[src/rtl/branch_fwd_pkg.sv]
// Shared types and helpers for the branch-operand forwarding tracker.
// A slot records one in-flight destination write in the shadow pipeline.
package branch_fwd_pkg;

  // Slot addresses are stored at this fixed width; ADDR_W must not exceed it.
  localparam int MAX_ADDR_W = 8;
  localparam int FWD_SEL_RF = 0;

  typedef struct packed {
    logic                  we;
    logic [MAX_ADDR_W-1:0] addr;
    logic                  is_load;
  } slot_t;

  function automatic int fwd_sel_w(input int depth);
    return $clog2(depth);
  endfunction

endpackage

[src/rtl/fwd_slot_pipe.sv]
// Shadow shift register of destination writes: slot0=EX, slot1=MEM, slot2=WB, ...
// The whole register freezes on hold; a flushed or rejected push enters as a bubble.
module fwd_slot_pipe
  import branch_fwd_pkg::*;
#(
  parameter int DEPTH = 3
) (
  input  logic                    clk,
  input  logic                    rst,
  input  logic                    hold,
  input  logic                    flush,
  input  logic                    push,
  input  slot_t                   push_slot,
  output slot_t [DEPTH-1:0]       slots
);

  always_ff @(posedge clk) begin
    if (rst) begin
      slots <= '0;
    end else if (!hold) begin
      for (int k = DEPTH - 1; k >= 1; k--) begin
        slots[k] <= slots[k-1];
      end
      slots[0] <= (push && !flush) ? push_slot : '0;
    end
  end

endmodule

[src/rtl/branch_fwd_tracker.sv]
// ID-stage branch operand forwarding and hazard unit with its own shadow pipeline
// of in-flight writes and a saturating branch-stall counter.
module branch_fwd_tracker
  import branch_fwd_pkg::*;
#(
  parameter  int NUM_SRC    = 2,
  parameter  int ADDR_W     = 5,
  parameter  int DEPTH      = 3,
  parameter  int LOAD_READY = 2,
  parameter  int CNT_W      = 16,
  localparam int SEL_W      = fwd_sel_w(DEPTH)
) (
  input  logic                      clk,
  input  logic                      rst,
  input  logic                      id_valid,
  input  logic                      id_is_branch,
  input  logic [NUM_SRC*ADDR_W-1:0] id_src_addr,
  input  logic [NUM_SRC-1:0]        id_src_used,
  input  logic                      id_reg_write,
  input  logic [ADDR_W-1:0]         id_dest_addr,
  input  logic                      id_is_load,
  input  logic                      pipe_hold,
  input  logic                      flush,
  output logic [NUM_SRC*SEL_W-1:0]  fwd_sel,
  output logic                      branch_stall,
  output logic [CNT_W-1:0]          stall_count
);

  slot_t [DEPTH-1:0] slots;
  slot_t             push_slot;
  logic              check_en;
  logic [NUM_SRC-1:0] op_stall;

  assign push_slot = '{we: id_reg_write, addr: MAX_ADDR_W'(id_dest_addr), is_load: id_is_load};
  assign check_en  = id_valid && id_is_branch;

  fwd_slot_pipe #(.DEPTH(DEPTH)) u_slot_pipe (
    .clk       (clk),
    .rst       (rst),
    .hold      (pipe_hold),
    .flush     (flush),
    .push      (id_valid && !branch_stall),
    .push_slot (push_slot),
    .slots     (slots)
  );

  for (genvar i = 0; i < NUM_SRC; i++) begin : g_src
    logic [MAX_ADDR_W-1:0] src;
    logic                  hit;
    logic                  hit_load;
    logic [SEL_W-1:0]      hit_k;
    logic                  match;

    assign src = MAX_ADDR_W'(id_src_addr[i*ADDR_W +: ADDR_W]);

    // Scan oldest to youngest so the youngest matching slot is the one kept.
    always_comb begin
      hit      = 1'b0;
      hit_load = 1'b0;
      hit_k    = '0;
      for (int k = DEPTH - 1; k >= 0; k--) begin
        if (slots[k].we && (slots[k].addr == src)) begin
          hit      = 1'b1;
          hit_load = slots[k].is_load;
          hit_k    = SEL_W'(k);
        end
      end
    end

    assign match       = check_en && id_src_used[i] && (src != '0) && hit;
    assign op_stall[i] = match && ((hit_k == '0) ||
                                   (hit_load && (hit_k < SEL_W'(LOAD_READY))));
    assign fwd_sel[i*SEL_W +: SEL_W] = match ? hit_k : SEL_W'(FWD_SEL_RF);
  end

  assign branch_stall = |op_stall;

  always_ff @(posedge clk) begin
    if (rst) begin
      stall_count <= '0;
    end else if (branch_stall && !pipe_hold && (stall_count != '1)) begin
      stall_count <= stall_count + CNT_W'(1);
    end
  end

endmodule

[config.mk]
export PLATFORM = sky130hd
export DESIGN_NAME = branch_fwd_tracker
export DESIGN_NICKNAME = d
export VERILOG_FILES = /design/src/rtl/branch_fwd_pkg.sv /design/src/rtl/fwd_slot_pipe.sv /design/src/rtl/branch_fwd_tracker.sv
export SDC_FILE = /design/constraint.sdc
export NUM_CORES = 1
export LEC_CHECK = 0
export BUFFER_PORTS_ARGS = -buffer_cell sky130_fd_sc_hd__buf_4
export CORE_MARGIN = 3
export CORE_UTILIZATION = 35
export CTS_BUF_LIST = sky130_fd_sc_hd__clkbuf_16
export CTS_CLUSTER_DIAMETER = 200
export DETAILED_ROUTE_END_ITERATION = 8
export PLACE_DENSITY = 0.57
export REMOVE_ABC_BUFFERS = 1
export SETUP_SLACK_MARGIN = 0.05
export SLEW_MARGIN = 20
export SYNTH_ARGS = -nofsm -noshare
export SYNTH_HDL_FRONTEND = slang
export SYNTH_SLANG_ARGS = --single-unit
[constraint.sdc]
create_clock -name clk -period 2.86 [get_ports clk]
set_input_delay 0.429 -clock clk [delete_from_list [all_inputs] [get_ports clk]]
set_output_delay 0.429 -clock clk [all_outputs]
set_load 0.02 [all_outputs]
==> results by group, run 1 <==
Global route
  • Initial antenna violation count: 0
  • Overflow after GRT: 0
  • GRT Total Usage: 0.1604
  • First-pass GRT wire length: 8369 um
  • Vias in the first global route: 1684
  • Largest net degree at the start of global routing: 40

Cells and area
  • Antenna Cells: 0
  • Commonest non-fill, non-tap cells in the layout: 46 x buf_4, 36 x dfxtp_1, 34 x nor2_1, 26 x xor2_1, 14 x mux2i_1
  • Commonest non-fill, non-tap cell in the layout: buf_4
  • Layout cells sized above 1: 0.2330
  • Filler cells: 602
  • Total area of sequential cells: 720.7 um^2
  • Layout area overhead: 25.79%
  • Nets: 304
  • Cell Count, Final, Fillers Out: 351
  • Multi-input gate area: 1272 um^2

Setup path
  • Startpoint Class: input port
  • Worst Reg-to-Reg Cells: 7
  • Crit path DAT: 2.09 ns
  • CP max FO: 10
  • Worst Path Required: 2.43 ns
  • Largest stage delay on the critical path: 0.53 ns
  • Most used cell, CP: buf_4
  • Setup crit end kind: primary output
  • Highest-delay cell along the critical path: or4_1
  • Worst Setup Path Type: input port to primary output
  • Critical path, cell by cell: buf_4, or4_1, o2111ai_1, o21bai_4, and2_2, inv_1, buf_4
  • R2r setup slk: 0.55 ns

Detailed routing
  • DRT antenna net count: 0
  • Drt first pass iters: 4
  • Routed len/inst: 14.41 um
  • Post-route DRC: 0
  • Total Wirelength: 5058 um
  • Via count: 1758
  • Vias per std cell: 5.009
  • 1st-iter DRT viols: 55

Clocking
  • Cts bufs inserted: 5
  • CTS Buffer Depth: 2
  • Post-CTS sizing: 0
  • Root Buffer: clkbuf_16
  • Hold buffers post-CTS: 0
  • CTS tree: yes
  • Post-CTS Setup Bufs: 0
  • H-tree depth: 2
  • Worst-Skew Late Latency: 0.27 ns
  • Clock Sinks: 36
  • Clk slew on worst S/H paths: 0.05 ns

STA
  • TNS Setup: 0 ns
  • Clk_skew: 0.003601 ns
  • FMAX: 396.8 MHz
  • Final worst path period share: 0.8812
  • Unrepaired setup endpoints after global routing: no
  • Max-slew violation count: 0
  • Crit path time final: 2.520 ns
  • Worst-Margin Slew: 0.5590 ns
  • Final Hold Fails: 0
  • Setup violators final: 0
  • Max-slew headroom: 0.6177

Placed design
  • Placed insts: 343
  • Port bufs: 45
  • Post-DP HPWL: 3757 um
  • RD Place Congestion: 0.8063

Floorplan
  • # rows: 27
  • # IOs: 46
  • Die ar.: 6833 um^2
  • Die height: 82.66 um
  • CORE AREA: 5608 um^2
  • Die extent in x: 82.66 um
  • Starting Density: 0.3668

Synthesis
  • Synthesized instance count: 235
  • Yosys cell types: 44
  • Seq/Total Area, Yosys: 0.3504
  • Number of synthesized flops with an enable pin: 0
  • Avg Inst Size Synth: 8.753 um^2
  • Synth Register Bits: 36
  • Synth Warn #: 0
  • Synth Cell Area: 2057 um^2
  • Async SR Flop Fraction: 0
  • Ys flop type: dfxtp_1

Run
  • Max_cap viols: 0

Status
  • Status: finished, final reports clean

Worst hold path
  • Hold Path Cell Cnt: 3
  • Worst hold path type: input port to register

Power and ir drop
  • Leak: 0.001067 uW
  • Worst VDD drop: 0.2527 mV
  • PwrDens: 429.4 nW/um^2
[worst max-delay path: cells and delay by family]
| family | cells | cell delay [ns] |
|---|---|---|
| buf+inv | 3 | 0.32 |
| simple gates | 2 | 0.75 |
| compound gates | 2 | 0.60 |
[through the flow]
stage	cell area, um^2	power (uW)	hold slack, ns	worst slack, ns	util
after floorplan	2016	559.1	0.4366	0.6479	-
after global placement	2451	619.7	0.4588	0.4225	0.4371
after detailed placement	2451	619.2	0.4607	0.3779	0.4371
after CTS	2587	1128	0.4341	0.3716	0.4614
after global routing	2587	1162	0.4658	0.2705	0.4614
final	2587	1111	0.4372	0.3398	0.4614
[layer usage]
| metal | wire length (um) | share of wire | global-route usage |
|---|---|---|---|
| met1 | 2392 | 0.47 | 0.2153 |
| met2 | 2362 | 0.47 | 0.2564 |
| met3 | 271 | 0.054 | 0.03796 |
| met4 | 31 | 0.0061 | 0.04412 |
| met5 | 0 | 0 | 0 |
[state kept, by name (all words and copies together), names as in the netlist]
signal and flops:
stall_count 16, u_slot_pipe.slots 20
[layout make-up]
cell class              count  share of cell area
multi-input cells         183              0.4918
flip-flops and latches     36              0.2785
repair buffers             46              0.1335
clock buffers               5             0.04836
well taps                  72             0.03482
inverters                   6            0.008704
clock inverters             3            0.004352
[kinds of logic after synthesis]
group / count (synthesis) / synth area share
and+or+nand+nor: 96 / 0.2476
xor gates and xnor gates: 39 / 0.1661
DFF: 36 / 0.3504
AOI/OAI and AO/OA: 31 / 0.1198
buffers and inverters: 16 / 0.03102
muxes: 16 / 0.07907
adders and majority gates: 1 / 0.006082
[worst paths after layout]
kind	end	from
worst max-delay path	branch_stall	id_src_addr[0]
worst min-delay path	u_slot_pipe.slots[2]	id_dest_addr[1]
worst max register to register	stall_count[10]	stall_count[0]
worst min register to register	u_slot_pipe.slots[0]	u_slot_pipe.slots[0]
[synth_stat cells (2+ instances only)]
| cell | number | share of area |
|---|---|---|
| dfxtp_1 | 36 | 0.35 |
| nor2_1 | 34 | 0.062 |
| xor2_1 | 26 | 0.11 |
| mux2i_1 | 14 | 0.068 |
| nand2_1 | 13 | 0.024 |
| xnor2_1 | 13 | 0.055 |
| a21oi_1 | 11 | 0.027 |
| nand3_1 | 7 | 0.017 |
| nand4b_1 | 7 | 0.030 |
| clkbuf_1 | 6 | 0.011 |
| inv_1 | 6 | 0.011 |
| nor3_1 | 6 | 0.015 |
| and3_1 | 5 | 0.015 |
| a2111oi_0 | 4 | 0.017 |
| a211oi_1 | 4 | 0.015 |
| nor4_1 | 4 | 0.012 |
| nor2b_1 | 3 | 0.0091 |
| a31o_2 | 2 | 0.0085 |
| and4_1 | 2 | 0.0085 |
| buf_2 | 2 | 0.0049 |
| mux2_2 | 2 | 0.011 |
| nand2b_1 | 2 | 0.0061 |
| nand4_1 | 2 | 0.0061 |
| o2111ai_1 | 2 | 0.0085 |
| or2_2 | 2 | 0.0061 |
| or4_1 | 2 | 0.0073 |
[report_power, final]
part / total (uW) / internal, uW / switching, uW
sequential: 511 / 506 / 4.93
combinational: 97.6 / 46.5 / 51.1
clock: 503 / 313 / 190
No activity file was read; power rests on OpenSTA's default activity.
==> run 2: changes to the inputs <==
REMOVE_ABC_BUFFERS = not set   (was 1)
==> run 2 against run 1 <==
  * Combinational power rose by 1%
  * Count of clock-buffer cells in the layout did not move
  * Clock skew rose by 0.0021 ns
  * Largest cell class unchanged
==> results by group, run 2 (synthesized netlist as in run 1, its figures left out) <==
Power and ir drop
  • Worst VDD drop: 0.1978 mV (was 0.2527 mV)
  • PwrDens: 526.9 nW/um^2 (was 429.4 nW/um^2)
  • Leak: 0.001099 uW (was 0.001067 uW)

Floorplan
  • Starting Density: 0.3668 (unchanged)
  • Die extent in x: 82.66 um (unchanged)
  • CORE AREA: 5608 um^2 (unchanged)
  • # IOs: 46 (unchanged)
  • Die height: 82.66 um (unchanged)
  • # rows: 27 (unchanged)
  • Die ar.: 6833 um^2 (unchanged)

Global route
  • Vias in the first global route: 1696 (was 1684)
  • Overflow after GRT: 0 (unchanged)
  • GRT Total Usage: 0.1582 (was 0.1604)
  • Initial antenna violation count: 0 (unchanged)
  • First-pass GRT wire length: 8314 um (was 8369 um)
  • Largest net degree at the start of global routing: 40 (unchanged)

Clocking
  • H-tree depth: 2 (unchanged)
  • Hold buffers post-CTS: 0 (unchanged)
  • CTS Buffer Depth: 2 (unchanged)
  • Root Buffer: clkbuf_16 (unchanged)
  • Cts bufs inserted: 5 (unchanged)
  • Post-CTS sizing: 0 (unchanged)
  • Clk slew on worst S/H paths: 0.06 ns (was 0.05 ns)
  • Clock Sinks: 36 (unchanged)
  • CTS tree: yes (unchanged)
  • Worst-Skew Late Latency: 0.28 ns (was 0.27 ns)
  • Post-CTS Setup Bufs: 0 (unchanged)

Detailed routing
  • Routed len/inst: 14.68 um (was 14.41 um)
  • Drt first pass iters: 4 (unchanged)
  • Vias per std cell: 5.111 (was 5.009)
  • Post-route DRC: 0 (unchanged)
  • Via count: 1794 (was 1758)
  • 1st-iter DRT viols: 85 (was 55)
  • Total Wirelength: 5151 um (was 5058 um)
  • DRT antenna net count: 0 (unchanged)

Synthesis
  • Post-Syn Nets: 261

STA
  • Setup violators final: 0 (unchanged)
  • Max-slew headroom: 0.6116 (was 0.6177)
  • Final worst path period share: 0.9033 (was 0.8812)
  • Final Hold Fails: 0 (unchanged)
  • Clk_skew: 0.005662 ns (was 0.003601 ns)
  • FMAX: 387.1 MHz (was 396.8 MHz)
  • Unrepaired setup endpoints after global routing: no (unchanged)
  • TNS Setup: 0 ns (unchanged)
  • Worst-Margin Slew: 0.5679 ns (was 0.5590 ns)
  • Crit path time final: 2.583 ns (was 2.520 ns)
  • Max-slew violation count: 0 (unchanged)
  • Hold slack: 0.4331 ns (was 0.4372 ns)

Setup path
  • Crit path DAT: 2.15 ns (was 2.09 ns)
  • Worst Path Required: 2.43 ns (about the same)
  • Worst Setup Path Type: input port to primary output (unchanged)
  • Startpoint Class: input port (unchanged)
  • Setup crit end kind: primary output (unchanged)
  • CP max FO: 10 (unchanged)

Placed design
  • Dpl cell area: 2451 um^2 (unchanged)
  • Post-DP HPWL: 3812 um (was 3757 um)
  • RD Place Congestion: 0.8347 (was 0.8063)
  • Placed insts: 343 (unchanged)
  • Port bufs: 45 (unchanged)

Status
  • Status: finished, final reports clean (unchanged)

Worst hold path
  • Worst hold path type: input port to register (unchanged)

Cells and area
  • Filler cells: 567 (was 602)
  • Commonest non-fill, non-tap cells in the layout: 46 x buf_4, 36 x dfxtp_1, 34 x nor2_1, 26 x xor2_1, 14 x mux2i_1 (unchanged)
  • Nets: 304 (unchanged)
  • Top reg by flops: u_slot_pipe.slots (unchanged)
  • Total area of sequential cells: 720.7 um^2 (unchanged)
  • Multi-input gate area: 1272 um^2 (unchanged)
  • Max FFs per register: 20 (unchanged)
  • Layout cells sized above 1: 0.2437 (was 0.2330)
  • Final Instance Area: 2666 um^2 (was 2587 um^2)
  • Commonest non-fill, non-tap cell in the layout: buf_4 (unchanged)
  • Layout area overhead: 29.62% (was 25.79%)
  • Cell Count, Final, Fillers Out: 351 (unchanged)
  • Antenna Cells: 0 (unchanged)
  • Util after Layout: 0.4755 (was 0.4614)
  • Largest registers: u_slot_pipe.slots x20, stall_count x16 (unchanged)

Run
  • Max_cap viols: 0 (unchanged)
==> run 2: changes by cell type in the layout (fill, tap and decap cells not counted), sizes merged <==
| cell | delta |
|---|---|
| clkinv | -1 |
| inv | -2 |
| bufinv | +3 |
==> run 2: through the flow <==
step                      setup slack (ns)  power [uW]
after CTS                           0.2807        1424
after detailed placement            0.2964       620.4
after global placement              0.2915       620.2
after global routing                0.1513        1448
final                               0.2766        1405
after floorplan                     0.5872       573.5
==> run 2: path summary, 6_finish.rpt <==
| kind | slack (ns) | from | endpoint | depth (start not counted) |
|---|---|---|---|---|
| worst max-delay path | 0.28 | id_src_addr[5] | branch_stall | 7 |
| worst min-delay path | 0.43 | id_dest_addr[0] | u_slot_pipe.slots[1] | 3 |
| worst max register to register | 0.52 | stall_count[0] | stall_count[10] | 7 |
| worst min register to register | 0.49 | u_slot_pipe.slots[0] | u_slot_pipe.slots[0] | 2 |
==> run 2: metal layers <==
metal | vias up | routed length (um) | track usage
met3 | 5 | 225 | 0.02495
met5 | - | 0 | 0
li1 | 918 | - | -
met1 | 835 | 2512 | 0.2224
met4 | 0 | 53 | 0.03922
met2 | 36 | 2360 | 0.2516
==> run 2: final cells by class <==
type	instances	area share
multi-input cells	183	0.4772
flip-flops and latches	36	0.2703
repair buffers	46	0.1295
clock buffers	5	0.04693
clock inverters	3	0.03379
well taps	72	0.03379
inverters	6	0.008447
==> run 2: power by group <==
| group | switching, uW | internal, uW | leakage, uW | total [uW] |
|---|---|---|---|---|
| Clock | 208 | 588 | 0.000104 | 795 |
| Sequential | 5.46 | 506 | 0.000290 | 511 |
| Combinational | 52.2 | 46.5 | 0.000704 | 98.7 |
==> run 2: critical path, cell delays in order <==
cell,delay [ns]
buf_4,0.13
or4_1,0.57
o2111a_1,0.28
o21ai_2,0.18
and2_2,0.34
inv_1,0.06
buf_4,0.15
==> run 3: changes to the inputs <==
clock period = 2.7 ns   (was 2.86 ns; I/O delays follow)
==> run 3 against run 2 <==
  * Non-clock buffer count grew 1
  * Sequential share of layout area grew 0.41 points
  * Clock power down 17%
  * Register-to-register slack got worse by 0.13 ns
  * Utilization decreased by 0.71 points
  * Critical path depth did not move
  * Count of clock-buffer cells in the layout is the same
  * Highest routed layer unchanged
==> results by group, run 3 (synthesized netlist as in run 1, its figures left out) <==
Power and ir drop
  • PwrDens: 495.8 nW/um^2 (was 526.9 nW/um^2)
  • Leak: 0.001079 uW (was 0.001099 uW)
  • Worst VDD drop: 0.2769 mV (was 0.1978 mV)

Floorplan
  • Die extent in x: 82.66 um (unchanged)
  • Die ar.: 6833 um^2 (unchanged)
  • # rows: 27 (unchanged)
  • Starting Density: 0.3668 (unchanged)
  • Die height: 82.66 um (unchanged)
  • CORE AREA: 5608 um^2 (unchanged)
  • # IOs: 46 (unchanged)

Setup path
  • Worst Setup Path Type: input port to primary output (unchanged)
  • Crit path max-delay family: simple AND/OR/NAND/NOR gates (unchanged)
  • CP bufs+invs: 3 (unchanged)
  • Critical path, cell by cell: buf_4, or4_1, o2111a_1, o21ai_2, and2_2, inv_1, buf_4 (unchanged)
  • Largest stage delay on the critical path: 0.57 ns (about the same)
  • Highest-delay cell along the critical path: or4_1 (unchanged)
  • CP max FO: 10 (unchanged)
  • Worst Path Required: 2.30 ns (was 2.43 ns)
  • Crit path DAT: 2.03 ns (was 2.15 ns)
  • Most used cell, CP: buf_4 (unchanged)
  • Setup crit end kind: primary output (unchanged)
  • Startpoint Class: input port (unchanged)

Global route
  • GRT Total Usage: 0.1574 (was 0.1582)
  • Vias in the first global route: 1662 (was 1696)
  • Overflow after GRT: 0 (unchanged)
  • Initial antenna violation count: 0 (unchanged)
  • Largest net degree at the start of global routing: 40 (unchanged)
  • First-pass GRT wire length: 8197 um (was 8314 um)

Placed design
  • Port bufs: 45 (unchanged)
  • Dpl cell area: 2459 um^2 (was 2451 um^2)
  • Post-DP HPWL: 3720 um (was 3812 um)
  • Placement Setup Slack: 0.2825 ns (was 0.2964 ns)
  • RD Place Congestion: 0.8453 (was 0.8347)

Status
  • Status: finished, final reports clean (unchanged)

STA
  • Max-slew headroom: 0.6212 (was 0.6116)
  • FMAX: 411.2 MHz
  • Setup violators final: 0 (unchanged)
  • Final Hold Fails: 0 (unchanged)
  • Max-slew violation count: 0 (unchanged)
  • Crit path time final: 2.432 ns
  • Unrepaired setup endpoints after global routing: no (unchanged)
  • Final worst path period share: 0.9007
  • TNS Setup: 0 ns (unchanged)
  • Clk_skew: 0.004833 ns (was 0.005662 ns)
  • Worst Setup Slack, final: 0.2682 ns (was 0.2766 ns)
  • Worst-Margin Slew: 0.5539 ns (was 0.5679 ns)

Detailed routing
  • Total Wirelength: 5055 um (was 5151 um)
  • Via count: 1757 (was 1794)
  • Post-route DRC: 0 (unchanged)
  • DRT antenna net count: 0 (unchanged)
  • Drt first pass iters: 4 (unchanged)
  • Vias per std cell: 4.991 (was 5.111)
  • 1st-iter DRT viols: 66 (was 85)
  • Routed len/inst: 14.36 um (was 14.68 um)

Cells and area
  • Commonest non-fill, non-tap cell in the layout: buf_4 (unchanged)
  • Final Instance Area: 2626 um^2 (was 2666 um^2)
  • Filler cells: 577 (was 567)
  • Nets: 305 (was 304)
  • Layout cells sized above 1: 0.2464 (was 0.2437)
  • Antenna Cells: 0 (unchanged)
  • Largest registers: u_slot_pipe.slots x20, stall_count x16 (unchanged)
  • Commonest non-fill, non-tap cells in the layout: 47 x buf_4, 36 x dfxtp_1, 34 x nor2_1, 26 x xor2_1, 14 x mux2i_1 (was 46 x buf_4, 36 x dfxtp_1, 34 x nor2_1, 26 x xor2_1, 14 x mux2i_1)
  • Top reg by flops: u_slot_pipe.slots (unchanged)
  • Layout area overhead: 27.68% (was 29.62%)
  • Max FFs per register: 20 (unchanged)

Clocking
  • Clock Sinks: 36 (unchanged)
  • Root Buffer: clkbuf_16 (unchanged)
  • Hold buffers post-CTS: 0 (unchanged)
  • CTS Buffer Depth: 2 (unchanged)
  • H-tree depth: 2 (unchanged)
  • Clk slew on worst S/H paths: 0.06 ns (about the same)
  • Post-CTS Setup Bufs: 0 (unchanged)
  • Post-CTS sizing: 0 (unchanged)
  • Worst-Skew Late Latency: 0.28 ns (about the same)
  • Cts bufs inserted: 5 (unchanged)
  • CTS tree: yes (unchanged)

Run
  • Max_cap viols: 0 (unchanged)

Worst hold path
  • Worst hold path type: input port to register (unchanged)

Synthesis
  • Post-Syn Nets: 261 (unchanged)
[run 3: cell types whose count changed in the layout (fill, tap and decap cells not counted), sizes merged]
cell      previous run  this run
buf                 46        47
bufinv               3         1
clkinv               0         1
clkinvlp             0         1
[run 3: power breakdown]
group / total, uW / switching, uW / internal (uW)
Sequential: 541 / 5.52 / 535
Combinational: 104 / 54.3 / 49.3
Clock: 658 / 224 / 433
Total: 1300 / 284 / 1020
[run 3: worst min-delay path: cells and delay by family]
family                 cells  cell delay [ns]
AOI/OAI and AO/OA          1             0.06
and+or+nand+nor            1             0.07
buffers and inverters      1             0.11
[run 3: stage by stage]
| stage | total power (uW) | instances | hold slack (ns) | utilization |
|---|---|---|---|---|
| finish | 1302 | 352 | 0.4099 | 0.4683 |
| CTS | 1315 | 352 | 0.4080 | 0.4683 |
| global placement | 655.7 | 344 | 0.4599 | 0.4384 |
| global route | 1352 | 352 | 0.4178 | 0.4683 |
| detailed placement | 656.1 | 344 | 0.4629 | 0.4384 |
| floorplan | 607.5 | 235 | 0.4447 | - |
[run 3: worst paths after layout]
path                                              to  cells past startpoint  slack, ns                 start
worst max-delay path                    branch_stall                      7       0.27        id_src_addr[5]
worst min-delay path            u_slot_pipe.slots[4]                      3       0.41       id_dest_addr[3]
worst max register to register       stall_count[10]                      7       0.39        stall_count[0]
worst min register to register  u_slot_pipe.slots[0]                      2       0.47  u_slot_pipe.slots[0]
[run 3: area by class of cell]
type                    count  area, um^2  share of cell area
clock inverters             3       42.54             0.01620
inverters                   6       22.52            0.008576
flip-flops and latches     36       720.7              0.2744
clock buffers               5       125.1             0.04764
multi-input cells         183        1272              0.4845
repair buffers             47       352.8              0.1343
well taps                  72       90.09             0.03430
[run 3: layer usage]
layer	vias to the layer above	GRT usage	wire, um
li1	917	-	-
met1	796	0.2197	2497
met2	39	0.2420	2217
met5	-	0	0
met4	0	0.04085	54
met3	5	0.03796	287
